**config.mk**
```make
export PLATFORM = sky130hd
export DESIGN_NAME = muldiv_unit
export DESIGN_NICKNAME = d
export VERILOG_FILES = /design/src/rtl/muldiv_unit.sv
export SDC_FILE = /design/constraint.sdc
export NUM_CORES = 1
export LEC_CHECK = 0
export CAP_MARGIN = 5
export CORE_UTILIZATION = 50
export DETAILED_ROUTE_END_ITERATION = 8
export GPL_TIMING_DRIVEN = 0
export PLACE_DENSITY = 0.85
export SLEW_MARGIN = 0
export SYNTH_ARGS = -nofsm -noshare
export SYNTH_HDL_FRONTEND = slang
export SYNTH_SLANG_ARGS = --single-unit
```
**constraint.sdc**
```tcl
create_clock -name clk -period 5.35 [get_ports clk]
set_input_delay 0.8025 -clock clk [delete_from_list [all_inputs] [get_ports clk]]
set_output_delay 0.8025 -clock clk [all_outputs]
set_load 0.01 [all_outputs]
```
**src/rtl/muldiv_unit.sv**
```systemverilog
// ============================================================================
// Module   : muldiv_unit
// Purpose  : Iterative MIPS-style HI/LO multiply/divide unit (1 bit/cycle).
//            Divider is compiled in only when MULDIV_DIV_EN is defined.
// Revision : 1.0
// ============================================================================
`default_nettype none

module muldiv_unit (
    input  logic        clk,
    input  logic        rst,
    input  logic        start,
    input  logic [1:0]  op,
    input  logic [31:0] a,
    input  logic [31:0] b,
    input  logic        we_hi,
    input  logic        we_lo,
    input  logic [31:0] wdata,
    output logic        busy,
    output logic        done,
    output logic [31:0] hi,
    output logic [31:0] lo
);

    localparam logic [1:0] S_IDLE = 2'd0;
    localparam logic [1:0] S_MUL  = 2'd1;
`ifdef MULDIV_DIV_EN
    localparam logic [1:0] S_DIV  = 2'd2;
`endif

    logic [1:0]  state_q, state_d;
    logic [5:0]  cnt_q, cnt_d;
    logic [31:0] opnd_q, opnd_d;
    logic [63:0] work_q, work_d;
    logic        neg_lo_q, neg_lo_d;
    logic        done_q, done_d;
    logic [31:0] hi_q, hi_d;
    logic [31:0] lo_q, lo_d;

    logic        w_signed;
    logic [31:0] w_a_abs;
    logic [31:0] w_b_abs;
    logic [32:0] w_mul_sum;
    logic [63:0] w_mul_next;
    logic [63:0] w_mul_res;

    assign w_signed = ~op[0];
    assign w_a_abs  = (w_signed && a[31]) ? (~a + 32'd1) : a;
    assign w_b_abs  = (w_signed && b[31]) ? (~b + 32'd1) : b;

    // work_q = {partial product, remaining multiplier bits}; shift right each step
    assign w_mul_sum  = {1'b0, work_q[63:32]} + (work_q[0] ? {1'b0, opnd_q} : 33'd0);
    assign w_mul_next = {w_mul_sum, work_q[31:1]};
    assign w_mul_res  = neg_lo_q ? (~w_mul_next + 64'd1) : w_mul_next;

`ifdef MULDIV_DIV_EN
    logic        neg_hi_q, neg_hi_d;
    logic        bz_q, bz_d;
    logic [32:0] w_div_sh;
    logic        w_div_ge;
    logic [31:0] w_div_rem;
    logic [63:0] w_div_next;
    logic [31:0] w_div_quo;
    logic [31:0] w_div_lo;
    logic [31:0] w_div_hi;

    // work_q = {partial remainder, dividend shifting out / quotient shifting in}
    assign w_div_sh   = work_q[63:31];
    assign w_div_ge   = (w_div_sh >= {1'b0, opnd_q});
    assign w_div_rem  = w_div_ge ? (w_div_sh[31:0] - opnd_q) : w_div_sh[31:0];
    assign w_div_next = {w_div_rem, work_q[30:0], w_div_ge};
    assign w_div_quo  = w_div_next[31:0];
    // Divide-by-zero naturally yields all-ones quotient; keep it unsigned
    assign w_div_lo   = (neg_lo_q && !bz_q) ? (~w_div_quo + 32'd1) : w_div_quo;
    assign w_div_hi   = neg_hi_q ? (~w_div_rem + 32'd1) : w_div_rem;
`endif

    always_comb begin
        state_d  = state_q;
        cnt_d    = cnt_q;
        opnd_d   = opnd_q;
        work_d   = work_q;
        neg_lo_d = neg_lo_q;
        done_d   = 1'b0;
        hi_d     = hi_q;
        lo_d     = lo_q;
`ifdef MULDIV_DIV_EN
        neg_hi_d = neg_hi_q;
        bz_d     = bz_q;
`endif
        case (state_q)
            S_IDLE: begin
                if (we_hi) hi_d = wdata;
                if (we_lo) lo_d = wdata;
                if (start) begin
                    cnt_d = 6'd0;
                    if (!op[1]) begin
                        state_d  = S_MUL;
                        opnd_d   = w_a_abs;
                        work_d   = {32'd0, w_b_abs};
                        neg_lo_d = w_signed & (a[31] ^ b[31]);
                    end else begin
`ifdef MULDIV_DIV_EN
                        state_d  = S_DIV;
                        opnd_d   = w_b_abs;
                        work_d   = {32'd0, w_a_abs};
                        neg_lo_d = w_signed & (a[31] ^ b[31]);
                        neg_hi_d = w_signed & a[31];
                        bz_d     = (b == 32'd0);
`else
                        done_d   = 1'b1;
`endif
                    end
                end
            end
            S_MUL: begin
                work_d = w_mul_next;
                cnt_d  = cnt_q + 6'd1;
                if (cnt_q == 6'd31) begin
                    {hi_d, lo_d} = w_mul_res;
                    state_d      = S_IDLE;
                    done_d       = 1'b1;
                end
            end
`ifdef MULDIV_DIV_EN
            S_DIV: begin
                work_d = w_div_next;
                cnt_d  = cnt_q + 6'd1;
                if (cnt_q == 6'd31) begin
                    hi_d    = w_div_hi;
                    lo_d    = w_div_lo;
                    state_d = S_IDLE;
                    done_d  = 1'b1;
                end
            end
`endif
            default: state_d = S_IDLE;
        endcase
    end

    always_ff @(posedge clk or posedge rst) begin
        if (rst) begin
            state_q  <= S_IDLE;
            cnt_q    <= 6'd0;
            opnd_q   <= 32'd0;
            work_q   <= 64'd0;
            neg_lo_q <= 1'b0;
            done_q   <= 1'b0;
            hi_q     <= 32'd0;
            lo_q     <= 32'd0;
`ifdef MULDIV_DIV_EN
            neg_hi_q <= 1'b0;
            bz_q     <= 1'b0;
`endif
        end else begin
            state_q  <= state_d;
            cnt_q    <= cnt_d;
            opnd_q   <= opnd_d;
            work_q   <= work_d;
            neg_lo_q <= neg_lo_d;
            done_q   <= done_d;
            hi_q     <= hi_d;
            lo_q     <= lo_d;
`ifdef MULDIV_DIV_EN
            neg_hi_q <= neg_hi_d;
            bz_q     <= bz_d;
`endif
        end
    end

    assign busy = (state_q != S_IDLE);
    assign done = done_q;
    assign hi   = hi_q;
    assign lo   = lo_q;

endmodule

`default_nettype wire

```
# Word-level counts from Yosys, hierarchy flattened
# Cells that the tools add are included.
word_totals:
  reg_bits: 170
  input_bits: 103
  word_cells: 61
classes:
  n_addsub: 5
  n_eq_ne: 7
  n_mux: 23
  n_bitwise: 7
  n_reduce_logical: 11
op_table:
  columns: ["cell", "n"]
  rows:
  - ["two-way mux 32 bit", 7]
  - ["two-way mux 64 bit", 3]
  - ["one-hot mux 32 bit (2 select lines)", 2]
  - ["one-hot mux 64 bit (2 select lines)", 1]
  - ["adder 32 x 1 -> 32 bit, second input constant", 2]
  - ["adder 64 x 1 -> 64 bit, second input constant", 1]
  - ["inverter 32 bit", 2]
  - ["inverter 64 bit", 1]
  - ["adder 32 x 32 -> 33 bit", 1]
  - ["AND reduction 3 bit", 5]
  - ["one-hot mux 6 bit (2 select lines)", 1]
  - ["inequality test 2 bit, second input constant", 5]
  - ["adder 6 x 1 -> 6 bit, second input constant", 1]
  - ["equality test 6 x 5 -> 1 bit, second input constant", 1]
  - ["two-way mux 2 bit", 3]
  - ["two-way mux 6 bit", 1]
  - ["one-hot mux 2 bit (2 select lines)", 1]
  - ["nonzero test 2 bit", 2]
  - ["two-way mux 1 bit", 3]
  - ["equality test 2 x 1 -> 1 bit, second input constant", 1]
  - ["logical AND 1 bit", 2]
  - ["logical NOT 2 bit", 1]
  - ["inverter 1 bit", 2]
  - ["one-hot mux 1 bit (2 select lines)", 1]
  - ["other kinds (3)", 3]

# Logic depth before layout (Yosys ltp)
depth:
  depth_word: 7
  depth_mapped: 14

# Least setup slack after synthesis
# Ideal clock, no wire load.
synth_path:
  path_type: "reg-to-reg"
  start: "reg work_q[0]"
  end: "reg hi_q[22] (netlist: hi[22])"
  setup_ps: 104
  t_arrival_ps: 3863
  slack_ps: 1383
  path_stages_with_launch: 15
  n_path_buf: 1
  synth_period_minus_slack_ps: 3967
  path_cell_list: "dfrtp_1 > clkbuf_1 > and2_1 > ha_1 > fa_1 > a21o_1 > a221oi_2 > nor4_1 > or3_1 > a221oi_1 > nand4_1 > or3_4 > o31ai_2 > xor2_1 > a221oi_1"
synth_between:
  elab_chain_cells: 7
synth_rtl:
  columns: ["item", "line_no", "source"]
  rows:
  - ["start, declared", "34", "logic [63:0] work_q, work_d;"]
  - ["start signal, assigned", "159", "work_q <= work_d;"]
  - ["two-way mux 32 bit *", "52", "assign w_mul_sum = {1'b0, work_q[63:32]} + (work_q[0] ? {1'b0, opnd_q} : 33'd0);"]
  - ["adder 32 x 32 -> 33 bit *", "52", null]
  - ["inverter 64 bit", "54", "assign w_mul_res = neg_lo_q ? (~w_mul_next + 64'd1) : w_mul_next;"]
  - ["adder 64 x 1 -> 64 bit", "54", null]
  - ["two-way mux 64 bit *", "54", null]
  - ["two-way mux 32 bit *", "119", "if (cnt_q == 6'd31) begin"]
  - ["one-hot mux 32 bit (2 select lines) *", "91", "case (state_q)"]
  - ["end signal, assigned", "162", "hi_q <= hi_d;"]
  - ["end, declared", "37", "logic [31:0] hi_q, hi_d;"]
# Every way passes the cells marked *; elsewhere a longest branch is shown, timed or not. The select of a mux whose other input is x is not followed.
# A chain may end at the register's enable or synchronous reset.

# Worst setup path after layout
# Ends and elaborated chain as after synthesis.

==> impl_metrics.yaml <==
route:
  postRouteWirelength_um: 40300
  vias: 12262
  wl_per_cell_um: 20.7
  vias_per_cell: 6.31
  drtPass1Iterations: 5
  drc: 0
  first_iter_violations: 1289
  ant_nets: 0
sta:
  finClkSkew_ps: 12.2
  min_period_ps: 4830
  finalCritPeriodShare_pct: 90.3
  hold_violations: 0
  setup_violations: 0
  rsz0062_at_grt: "false"
  tightest_slew_ps: 932
  tns_ps: 0
  slew-limit-headroom_pct: 37.5
  final_max_slew_viol_count: 0
  max_freq_ghz: 0.207
layout:
  area_growth_pct: 23.3
  nNetsFinal: 1757
  diodes: 0
  fin_area_um2: 14600
  drive_gt1_share_pct: 4.42
worst_setup_path:
  cpMaxStageDelayCell: "or3_4"
  path_class: "register to register"
  cp_top_family: "compound AO/OA/AOI/OAI gates"
  cp_max_fo: 10
  slowest_delay_ps: 500
  crit_buf_inv: 2
  critPathLaunchType: "register"
  cp.required_ps: 5700
  arrival_ps: 5180
  crit_chain: "clkbuf_1 > and2_1 > ha_1 > clkbuf_1 > a21oi_1 > o21ai_1 > a21o_1 > or3_1 > a221oi_1 > nand4_1 > or3_4 > o31ai_2 > xor2_1 > a221oi_1"
  worstSetupEndpointType: "register"
grt:
  grt_max_degree: 42
  grt_pass1_wl_um: 63200
  grt_pass1_vias: 11799
  antenna_found_initial: 0
  grtUsageTotal_pct: 33.7
  grt-ovfl-total: 0
hold_path:
  holdCritPathClass: "register to register"
synth:
  ys_seq_area_share_pct: 35.8
  yosysTopAreaCellShare_pct: 35.8
  synth-edff-count: 0
  synth-seq-cells: 169
  synth_area_leaders: "dfrtp_1, xor2_1, o21ai_0"
  yosysWarnings: 0
  ys_types: 73
  synth_area_um2: 11800
  syn-instance-count: 1426
  yosysTopAreaCell: "dfrtp_1"
  ys.flop_type: "dfrtp_1"
  syn_nets: 1566
  syn_avg_cell_area_um2: 8.29
  async_flop_share_pct: 100
power_and_ir_drop:
  powerDensity_nw_per_um2: 519
  pwr-share-comb_pct: 52.7
  p_clk_share_pct: 16.8
  leakagePower_nw: 6.16
  peakVddDrop_mv: 0.208
  swShare_pct: 46.5
  p_int_mw: 4.05
  p_sw_mw: 3.52
  power.total_mw: 7.57
  seqPwrFrac_pct: 30.6
clocking:
  cts_hold_buf: 0
  cts_tree: "done"
  clockBufferDepth: 2
  clock_latency_ps: 450
  cts_num_sinks: 169
  cts_made_buffers: 17
  clk_pin_slew_ps: 80
  post_cts_buffers: 0
  htreeDepth: 4
  ctsRootBufferMaster: "clkbuf_16"
  cts_resized: 0
floorplanning:
  dieWidth_um: 156
  start_util_pct: 51.6
  dieHeight_um: 156
  pin_count: 169
  dieArea_um2: 24300
  rows: 55
  core_area_um2: 22900
placed_design:
  hpwl_um: 31400
  globalplace.congestion: 0.973
  place_area_um2: 14000
  io_buffer_count: 168
run:
  cap_violations: 0
outcome:
  run_status: "completed"
-- flip-flops by register name (all words and copies together), names as in the netlist --
| register | cells |
|---|---|
| work_q | 64 |
| hi | 32 |
| lo | 32 |
| opnd_q | 32 |
| cnt_q | 6 |
| done | 1 |
| neg_lo_q | 1 |
| state_q | 1 |
-- cell usage in the layout, fill, tap and decap left out, types with 6 or more instances in the layout --
master | netlist | final
nand2_1 | 192 | 192
dfrtp_1 | 169 | 169
clkdlybuf4s50_1 | 0 | 168
o21ai_0 | 148 | 148
nor2_1 | 100 | 100
xor2_1 | 87 | 87
a21oi_1 | 81 | 81
clkbuf_1 | 78 | 78
xnor2_1 | 50 | 50
a211oi_1 | 46 | 46
a21o_1 | 46 | 46
and2_1 | 44 | 44
nand3_1 | 38 | 38
ha_1 | 36 | 36
o31ai_1 | 34 | 34
inv_1 | 25 | 24
nor3_1 | 21 | 21
clkbuf_16 | 0 | 17
and3_1 | 16 | 16
nor4_1 | 15 | 15
o41ai_1 | 15 | 15
nand4_1 | 15 | 15
o221ai_1 | 15 | 15
or2_2 | 13 | 13
or3_1 | 12 | 12
o21ai_1 | 11 | 11
nand2b_1 | 10 | 10
or4_1 | 9 | 9
o211ai_1 | 8 | 8
a221oi_1 | 7 | 7
a22oi_1 | 6 | 6
-- cell type report --
class | instances | area (µm²)
inverters | 25 | 97.6
plain buffers | 80 | 302
fillers | 1898 | 8340
well taps | 313 | 392
multi-input cells | 1152 | 7200
repair buffers | 172 | 1760
clock buffers | 17 | 425
flip-flops and latches | 169 | 4230
clock inverters | 15 | 174
-- through the flow --
step	worst slack, ps	instances	hold WS, ps	util (%)
2_1_floorplan	1380	1426	442	-
3_3_place_gp	747	1907	457	60.6
3_5_place_dp	633	1911	465	61.0
4_1_cts	596	1943	481	63.6
5_1_grt	187	1943	489	63.6
6_report	517	1943	477	63.6
-- final timing paths --
check | depth (start not counted) | slack, ps | endpoint | startpoint
max | 14 | 520 | hi[22] | work_q[0]
min | 1 | 480 | lo[26] | lo[26]
max reg2reg | 14 | 520 | hi[22] | work_q[0]
min reg2reg | 1 | 480 | lo[26] | lo[26]
max in group asynchronous | 4 | 3730 | lo[11] | rst
min in group asynchronous | 2 | 770 | work_q[55] | rst
-- power by group through the flow --
stage | Clock (mW) | Combinational [mW] | Sequential (mW)
6_report | 1.27 | 3.98 | 2.31
5_1_grt | 1.32 | 4.28 | 2.36
4_1_cts | 1.27 | 3.88 | 2.29
3_5_place_dp | 0 | 3.85 | 2.30
3_3_place_gp | 0 | 3.75 | 2.28
2_1_floorplan | 0 | 2.33 | 2.26
-- cell usage after synthesis (all sizes together) (3+ instances only) --
master,number
a221oi,9
mux2i,5
or4,10
o22ai,3
a211oi,46
dfrtp,169
nand2,194
a31oi,5
o41ai,20
o31ai,35
a22o,3
o221ai,15
inv,25
and2,44
nor2,102
nand4,15
nor4,16
a21o,46
nand3,38
nor2b,3
a21oi,82
o21ai,160
clkbuf,78
nand2b,10
nor3,21
a21boi,3
a22oi,6
or2,13
and3,16
o21a,5
o211ai,8
ha,36
xor2,87
a211o,3
or3,14
xnor2,50
-- logic make-up after synthesis --
logic type / share of synthesized area, %
compound gates: 25.6
xor+xnor: 10.2
fa+ha+maj: 3.98
buf+inv: 3.34
flops: 35.8
mux: 0.423
simple gates: 20.7
-- layer usage --
| layer | global-route usage, % | routed length [µm] |
|---|---|---|
| met3 | 6.42 | 3990 |
| met5 | 0 | 0 |
| met2 | 53.4 | 18400 |
| met4 | 13.2 | 1250 |
| met1 | 45.4 | 16600 |
Note: power is estimated with default switching activity, not from simulation.
